<file path="src/rtl/program_loader.sv">
// program_loader: buffers a host byte stream (up to DEPTH bytes) and then
// feeds it to the CPU programming port, one byte per cpu_ready pulse.
module program_loader #(
  parameter int unsigned DEPTH   = 16,
  parameter int unsigned TIMEOUT = 255
) (
  input  logic       clk,
  input  logic       clear,
  input  logic       start,
  input  logic [7:0] in_data,
  input  logic       in_valid,
  output logic       in_ready,
  input  logic       cpu_ready,
  input  logic       cpu_done,
  output logic       programming,
  output logic [7:0] prog_data,
  output logic       busy,
  output logic       loaded,
  output logic       error,
  output logic [4:0] sent_count
);

  localparam logic [2:0] StIdle  = 3'd0;
  localparam logic [2:0] StFill  = 3'd1;
  localparam logic [2:0] StLoad  = 3'd2;
  localparam logic [2:0] StDone  = 3'd3;
  localparam logic [2:0] StError = 3'd4;

  localparam logic [4:0] DepthC   = 5'(DEPTH);
  localparam logic [7:0] TimeoutC = 8'(TIMEOUT);

  logic [2:0] state_q, state_d;
  logic [4:0] wr_cnt_q, wr_cnt_d;
  logic [4:0] rd_ptr_q, rd_ptr_d;
  logic [7:0] tmo_q, tmo_d;
  logic [7:0] mem_q [DEPTH];
  logic       wr_en;
  logic       fill_clr;

  assign in_ready    = (state_q == StFill) && (wr_cnt_q < DepthC);
  assign wr_en       = in_ready && in_valid;
  assign programming = (state_q == StLoad);
  assign busy        = (state_q == StFill) || (state_q == StLoad);
  assign loaded      = (state_q == StDone);
  assign error       = (state_q == StError);
  // Every byte handed over advances the read pointer, so the two are the same count.
  assign sent_count  = rd_ptr_q;

  // Next-state, pointer and stall-counter logic.
  always_comb begin
    state_d  = state_q;
    wr_cnt_d = wr_cnt_q;
    rd_ptr_d = rd_ptr_q;
    tmo_d    = '0;
    fill_clr = 1'b0;
    case (state_q)
      StIdle, StDone, StError: begin
        if (start) begin
          state_d  = StFill;
          wr_cnt_d = '0;
          rd_ptr_d = '0;
          fill_clr = 1'b1;
        end
      end
      StFill: begin
        if (wr_en) wr_cnt_d = wr_cnt_q + 5'd1;
        // A byte accepted together with start is stored before moving on.
        if (start || (wr_en && (wr_cnt_q == DepthC - 5'd1))) state_d = StLoad;
      end
      StLoad: begin
        if (cpu_ready) tmo_d = '0;
        else if (tmo_q != TimeoutC) tmo_d = tmo_q + 8'd1;
        else tmo_d = tmo_q;
        if (cpu_ready && (rd_ptr_q != DepthC)) rd_ptr_d = rd_ptr_q + 5'd1;
        // cpu_done wins: a byte taken on the same edge is still counted.
        if (cpu_done) state_d = StDone;
        else if (cpu_ready) begin
          if (rd_ptr_q == DepthC) state_d = StError;
        end else if (tmo_d == TimeoutC) state_d = StError;
      end
      default: state_d = StIdle;
    endcase
  end

  // Control state with synchronous clear.
  always_ff @(posedge clk) begin
    if (clear) begin
      state_q  <= StIdle;
      wr_cnt_q <= '0;
      rd_ptr_q <= '0;
      tmo_q    <= '0;
    end else begin
      state_q  <= state_d;
      wr_cnt_q <= wr_cnt_d;
      rd_ptr_q <= rd_ptr_d;
      tmo_q    <= tmo_d;
    end
  end

  // Image buffer: zeroed on FILL entry so a short image is padded with 0x00.
  always_ff @(posedge clk) begin
    if (fill_clr) begin
      for (int unsigned i = 0; i < DEPTH; i++) mem_q[i] <= '0;
    end else if (wr_en) begin
      for (int unsigned i = 0; i < DEPTH; i++) begin
        if (wr_cnt_q == 5'(i)) mem_q[i] <= in_data;
      end
    end
  end

  // Byte presented to the CPU; zero outside LOAD and once the image is exhausted.
  always_comb begin
    prog_data = 8'h00;
    if (state_q == StLoad) begin
      for (int unsigned i = 0; i < DEPTH; i++) begin
        if (rd_ptr_q == 5'(i)) prog_data = mem_q[i];
      end
    end
  end

endmodule
</file>
<file path="config.mk">
export PLATFORM = sky130hd
export DESIGN_NAME = program_loader
export DESIGN_NICKNAME = d
export VERILOG_FILES = /design/src/rtl/program_loader.sv
export SDC_FILE = /design/constraint.sdc
export NUM_CORES = 1
export LEC_CHECK = 0
export CAP_MARGIN = 5
export CORE_ASPECT_RATIO = 0.7
export CORE_MARGIN = 8
export CORE_UTILIZATION = 50
export CTS_CLUSTER_SIZE = 20
export DETAILED_ROUTE_END_ITERATION = 16
export PLACE_DENSITY = 0.67
export SLEW_MARGIN = 20
export SYNTH_ARGS = -nofsm -noshare
export SYNTH_HDL_FRONTEND = slang
export SYNTH_SLANG_ARGS = --single-unit
</file>
<file path="constraint.sdc">
create_clock -name clk -period 2.7 [get_ports clk]
set_input_delay 0.27 -clock clk [delete_from_list [all_inputs] [get_ports clk]]
set_output_delay 0.27 -clock clk [all_outputs]
set_load 0.03 [all_outputs]
</file>
==> results of run 1 <==
==> report_power, final <==
group	internal (mW)	switching, mW
Clock	1.28	0.990
Combinational	0.306	0.553
Sequential	2.80	0.0970
==> cells in the mapped netlist (all sizes together), types with 3 or more instances <==
| cell type | count |
|---|---|
| dfxtp | 21 |
| o22ai | 13 |
| nor3 | 15 |
| buf | 23 |
| a31oi | 11 |
| nor2 | 106 |
| o32ai | 6 |
| edfxtp | 128 |
| a22oi | 6 |
| a311oi | 5 |
| ha | 11 |
| nand3b | 8 |
| nand3 | 24 |
| clkbuf | 24 |
| o21ai | 32 |
| xnor2 | 5 |
| and3 | 3 |
| and2 | 6 |
| a2111oi | 6 |
| nand2b | 9 |
| nand4 | 5 |
| and3b | 7 |
| a221o | 8 |
| nor2b | 12 |
| a311o | 5 |
| or3b | 7 |
| a21boi | 3 |
| nor3b | 5 |
| nand2 | 54 |
| or3 | 5 |
| inv | 36 |
| a211oi | 5 |
| a21oi | 29 |
==> what timing repair did <==
action / in CTS / in global routing
resized for setup: 128 / 25
hold buffers: 0 / 0
pin swaps: 37 / 11
endpoints found under the setup margin: 8 / 8
buffers inserted: 15 / 3
hold endpoints to repair: 0 / 0
==> metrics by stage <==
step / hold WS [ns] / instance area, sq um / util
global route: 0.533 / 9640 / 0.686
CTS: 0.501 / 9510 / 0.676
finish: 0.494 / 9640 / 0.686
floorplan: 0.436 / 7340 / -
global placement: 0.480 / 8390 / 0.597
detailed placement: 0.492 / 8390 / 0.597
==> per-layer routing <==
metal / up-vias / share of wire / GRT usage
li1: 2730 / - / -
met1: 3001 / 0.42 / 0.322
met2: 349 / 0.45 / 0.365
met3: 51 / 0.10 / 0.0581
met4: 0 / 0.026 / 0.0912
met5: - / 0 / 0
==> worst paths after layout <==
| check | endpoint | startpoint | cells after the start |
|---|---|---|---|
| hold / removal | tmo_q[1] | tmo_q[1] | 2 |
| hold reg to reg | tmo_q[1] | tmo_q[1] | 2 |
| setup reg to reg | mem_q[0][47] | state_q[2] | 5 |
| setup / recovery | prog_data[5] | sent_count[1] | 10 |
==> cells in the final DEF (no fill, tap or decap), types with 7 or more instances in the layout <==
cell	instances
edfxtp_1	128
buf_6	36
o21ai_1	8
nor2b_1	9
a21oi_1	24
nor2_1	106
clkbuf_16	17
o21ai_2	8
nand2_1	53
o21ai_0	15
clkdlybuf4s50_1	22
nand3b_1	8
o22ai_1	8
and3b_1	7
dfxtp_1	18
nand3_1	21
buf_4	79
nand2b_1	9
inv_1	34
a221o_1	8
nor3_1	10
==> flip-flops by register name, indices dropped and copies added (netlist names) <==
name        cells
tmo_q           8
sent_count      5
mem_q         128
wr_cnt_q        5
state_q         3
==> kinds of logic after synthesis <==
kind of cell    count (synthesis)
simple gates                  279
compound gates                149
flops                         149
buf+inv                        84
fa+ha+maj                      11
xor+xnor                        6
mux                             2
==> worst register-to-register path: stages, from the launching register on <==
cell	delay, ns
dfxtp_1	0.34
buf_4	0.17
nor4b_2	0.35
and2_1	0.51
nand3_1	0.30
nand2_1	0.43
==> final cells by class <==
type,count,share of cell area
multi-input combinational,447,0.329
inverter,37,0.0145
clock buffer,18,0.0445
tap,190,0.0246
timing repair buffer,140,0.131
sequential,149,0.443
clock inverter,14,0.0132
==> run_results.csv, run 1 <==
group,metric,value,unit
grt,grt_max_degree,30,
cells_and_area,stdcell_count,995,
timing,hold_viol,0,
timing,fmaxAchievable,339,MHz
synthesis,synth_mux_area_frac,0.00294,
critical_path,rrSetupSlack,0.25,ns
critical_path,critPathLaunchType,"register",
place,port_buffers,31,
timing,drv_slew,0,
timing,fin_crit_sh,1.09,
timing,setup_viol,8,
synthesis,synth-edff-count,128,
critical_path,cp_cell_sequence,"buf_4 -> ha_4 -> buf_4 -> buf_6 -> or3b_1 -> a31oi_2 -> a311oi_2 -> a2111oi_4 -> o22ai_4 -> buf_6",
die,start_util,0.515,
synthesis,synth-simple-area-share,0.193,
critical_path,crit_fanout,6,
die,die_w,160,microns
run_status,violations,"negative setup slack",
synthesis,synth_top_family_by_area,"simple AND/OR/NAND/NOR gates",
synthesis,syn_avg_cell_area,10.6,sq um
critical_path,crit_required,2.43,ns
synthesis,synth_top_area_frac,0.531,
route,wirelength,22000,microns
clock_tree,cts.sinks,149,
route,drc,0,
run_status,status,"complete, but fails checks",
critical_path,cp_num_buf_inv,4,
pwr,power.density,624,nW/um^2
route,drt_pass1_iterations,5,
grt,gr-total-overflow,0,
place,gp_congestion,0.986,
timing,fin_ws,-0.249,ns
clock_tree,h-tree-depth,4,
critical_path,arrival,2.68,ns
clock_tree,clockBufferDepth,2,
route,postRouteAntennaNets,0,
cells_and_area,area.sequential,4270,sq um
pwr,ir_drop,0.432,mV
place,pre_cts_slack,-0.353,ns
timing,skew,0.00785,ns
synthesis,syn-num-nets,705,
route,wl_per_cell,22.1,microns
critical_path,crit_type,"reg2out",
cells_and_area,antennaDiodeCount,0,
pwr,p_leak,3.51,nW
synthesis,ys_seq_area_frac,0.589,
synthesis,synth-xor-area-share,0.00726,
pwr,p_total,6.02,mW
clock_tree,path_clk_slew,0.06,ns
synthesis,post_synth_num_cell_types,72,
die,dieArea,18600,sq um
cells_and_area,fillCellCount,1018,
die,die_h,117,microns
cells_and_area,drive_gt1_frac,0.287,
synthesis,synth-compound-area-share,0.139,
timing,rsz0062_at_grt,"true",
synthesis,syn_area,7240,sq um
place,dp_hpwl,15000,microns
synthesis,syn_inst,680,
critical_path,cp_slowest_cell,"or3b_1",
die,rows,36,
synthesis,synthFlopType,"edfxtp_1",
timing,relSlewSlack,0.589,
worst_hold_path,hold_class,"reg2reg",
flow_run,cap_violations,0,
place,numPlacedInstances,949,
timing,max_slew.worst_pin.slew,0.615,ns
grt,antenna_found_initial,0,
synthesis,async_reset_ff_frac,0,
synthesis,ys_ff_latch,149,
route,via_per_inst,6.16,
synthesis,synth.area.top_cells,"edfxtp_1, dfxtp_1, nor2_1",
critical_path,cpPeakStageDelay,0.43,ns
clock_tree,cts_made_buffers,17,
synthesis,yosys_warnings,0,
timing,post-route-min-period,2.95,ns
grt,global_route.usage.total,0.237,
grt,grt_pass1_vias,5982,
die,core,14100,sq um
route,vias,6131,
grt,grt_pass1_wl,33600,microns
cells_and_area,syn2layout_area_growth,33.2,%
clock_tree,cts_root_buf,"clkbuf_16",
synthesis,synth-adder-area-share,0.0190,
clock_tree,insertion_delay,0.43,ns
critical_path,endpoint_kind,"output port",
timing,fin_tns_setup,-1.06,ns
route,drtIter0Drc,676,
die,io_pins,32,
critical_path,critPathTopFamily,"compound AO/OA/AOI/OAI gates",
cells_and_area,multi_input_area,3170,sq um
clock_tree,cts_tree,"yes",
cells_and_area,final_nets,817,
synthesis,synth_largest_area_cell,"edfxtp_1",
Power figures use the tool's default switching activity.
==> run 2: changes to the inputs <==
--- a/config.mk
+++ b/config.mk
@@ -11,7 +11,7 @@
 export CORE_UTILIZATION = 50
 export CTS_CLUSTER_SIZE = 20
 export DETAILED_ROUTE_END_ITERATION = 16
-export PLACE_DENSITY = 0.67
+export PLACE_DENSITY = 0.76
 export SLEW_MARGIN = 20
 export SYNTH_ARGS = -nofsm -noshare
 export SYNTH_HDL_FRONTEND = slang
==> run 2 against run 1 <==
Against the previous run:
- the flow still finishes with violations (negative setup slack)
- non-clock buffer count decreased by 6
- critical path depth decreased by 1
- sequential power about the same
- total power increased by 6.6%
- via count increased by 5.4%
- clock power increased by 14%
- clock-buffer cell count increased by 2
- global-route usage increased by 2.5 points
- critical endpoint unchanged
- largest cell class unchanged
==> run_results.csv, run 2 (synthesis gave the netlist of run 1 again) <==
group,metric,value,unit
critical_path,rr_endpoint,"mem_q[0][46]",
timing,fmaxAchievable,324,MHz
clock_tree,cts_root_buf,"clkbuf_16",
pwr,sw_frac_of_total,0.264,
timing,post-route-min-period,3.09,ns
clock_tree,clockBufferDepth,2,
critical_path,crit_fanout,17,
route,postRouteAntennaNets,0,
route,wl_per_cell,25.0,microns
cells_and_area,drive_gt1_frac,0.268,
critical_path,cpPeakStageDelay,0.49,ns
pwr,p_sw,1.70,mW
critical_path,arrival,2.82,ns
grt,grt_pass1_vias,6532,
die,io_pins,32,
route,via_per_inst,6.54,
place,port_buffers,31,
timing,relSlewSlack,0.553,
critical_path,critPathLaunchType,"register",
timing,fin_ws,-0.389,ns
die,dieArea,18600,sq um
route,vias,6464,
cells_and_area,layout_common_cells,"edfxtp_1, nor2_1, buf_4",
die,die_w,160,microns
die,start_util,0.515,
timing,skew,0.00868,ns
flow_run,cap_violations,0,
critical_path,rrSetupSlack,0.25,ns
place,numPlacedInstances,940,
run_status,status,"complete, but fails checks",
timing,rsz0062_at_grt,"true",
timing,drv_slew,0,
pwr,ir_drop,0.549,mV
clock_tree,cts_tree,"yes",
critical_path,crit_top_cell,"buf_4",
cells_and_area,final_nets,811,
worst_hold_path,whs_endpoint,"tmo_q[1]",
critical_path,endpoint_kind,"output port",
place,post_dp_cell_area,8320,sq um
cells_and_area,final_area,9700,sq um
route,drt_pass1_iterations,9,
pwr,p_total,6.41,mW
critical_path,rr_worst_depth,5,
cells_and_area,largest_register_ffs,128,
die,die_h,117,microns
critical_path,crit_type,"reg2out",
grt,global_route.usage.total,0.262,
grt,gr-total-overflow,0,
critical_path,r2r-start,"state_q[2]",
route,drtIter0Drc,850,
cells_and_area,reg_top3,"mem_q x128, tmo_q x8",
cells_and_area,top_register,"mem_q",
critical_path,critPathTopFamily,"buffers and inverters",
critical_path,crit_required,2.43,ns
cells_and_area,syn2layout_area_growth,33.9,%
pwr,p_seq_frac,0.454,
clock_tree,cts_made_buffers,17,
clock_tree,h-tree-depth,4,
pwr,power.density,661,nW/um^2
pwr,p_leak,3.51,nW
timing,max_slew.worst_pin.slew,0.669,ns
run_status,violations,"negative setup slack",
grt,grt_max_degree,21,
clock_tree,insertion_delay,0.43,ns
worst_hold_path,holdPathStages,2,
clock_tree,path_clk_slew,0.07,ns
clock_tree,cts.sinks,149,
route,drc,0,
die,core,14100,sq um
die,rows,36,
place,dp_hpwl,15700,microns
critical_path,cp_num_buf_inv,4,
worst_hold_path,hold_class,"reg2reg",
timing,hold_viol,0,
critical_path,cp_cell_sequence,"buf_4 -> or3b_4 -> buf_4 -> a31oi_2 -> a311oi_2 -> a2111oi_2 -> buf_4 -> o22ai_4 -> buf_6",
pwr,clock_power_share,0.403,
pwr,internal_power,4.72,mW
timing,fin_crit_sh,1.14,
place,pre_cts_slack,-0.330,ns
critical_path,cp_slowest_cell,"or3b_4",
grt,antenna_found_initial,0,
cells_and_area,stdcell_count,989,
grt,grt_pass1_wl,37300,microns
cells_and_area,layout_commonest_cell,"edfxtp_1",
timing,hold_ws,0.504,ns
pwr,combPwrFrac,0.143,
timing,setup_viol,8,
worst_hold_path,hp-start,"tmo_q[1]",
place,gp_congestion,0.977,
route,wirelength,24700,microns
cells_and_area,antennaDiodeCount,0,
[run 2: cell count changes in the layout (fill, tap and decap cells not counted), moves of 3 or more]
cell and delta:
buf_6 -6, o21ai_2 -5, a21oi_1 +4, a21oi_2 -4, o21ai_1 +4, bufinv_16 +3, inv_6 -3, nor2b_4 +3
[run 2: layer usage]
metal	track usage	wire, microns	up-vias
li1	-	-	2711
met1	0.325	9160	3107
met2	0.411	11000	543
met3	0.0972	3540	103
met4	0.114	1060	0
met5	0	0	-
[run 2: worst max-delay path by stage]
| stage | from | to | slack, ns | depth (start not counted) |
|---|---|---|---|---|
| after floorplan | sent_count[0] | prog_data[0] | 0.02 | 9 |
| after global placement | sent_count[1] | prog_data[0] | -0.23 | 10 |
| after detailed placement | sent_count[1] | prog_data[0] | -0.33 | 10 |
| after CTS | sent_count[0] | prog_data[5] | -0.25 | 11 |
| after global routing | sent_count[0] | prog_data[5] | -0.42 | 11 |
| final | sent_count[4] | prog_data[5] | -0.39 | 9 |
[run 2: repair_timing]
| item | CTS | global route |
|---|---|---|
| gates resized for setup | 116 | 24 |
| setup buffers | 18 | 5 |
| hold buffers | 0 | 0 |
| endpoints found under the setup margin | 8 | 8 |
| pin swaps | 34 | 19 |
[run 2: cell type report]
| type | count | area, sq um |
|---|---|---|
| inverter | 37 | 141 |
| sequential | 149 | 4270 |
| multi-input combinational | 447 | 3200 |
| tap | 190 | 238 |
| timing repair buffer | 134 | 1210 |
| clock buffer | 20 | 457 |
| clock inverter | 12 | 178 |
| fill | 968 | 4360 |
[run 2: worst min-delay path, stage by stage, from the launching register on]
cell     delay, ns
dfxtp_1       0.34
nand2_1       0.06
a21oi_1       0.05
[run 2: power by group through the flow]
| stage | sequential [mW] | clock, mW | combinational (mW) |
|---|---|---|---|
| floorplan | 2.89 | 0 | 0.475 |
| global placement | 2.92 | 0 | 0.769 |
| detailed placement | 2.93 | 0 | 0.798 |
| CTS | 2.90 | 2.56 | 0.874 |
| global route | 2.92 | 2.66 | 0.968 |
| finish | 2.91 | 2.58 | 0.919 |
[run 2: stage by stage]
| step | TNS, ns | util |
|---|---|---|
| global route | -2.12 | 0.690 |
| global placement | -0.609 | 0.592 |
| CTS | -1.17 | 0.681 |
| finish | -1.86 | 0.690 |
| detailed placement | -0.890 | 0.592 |
| floorplan | 0 | - |
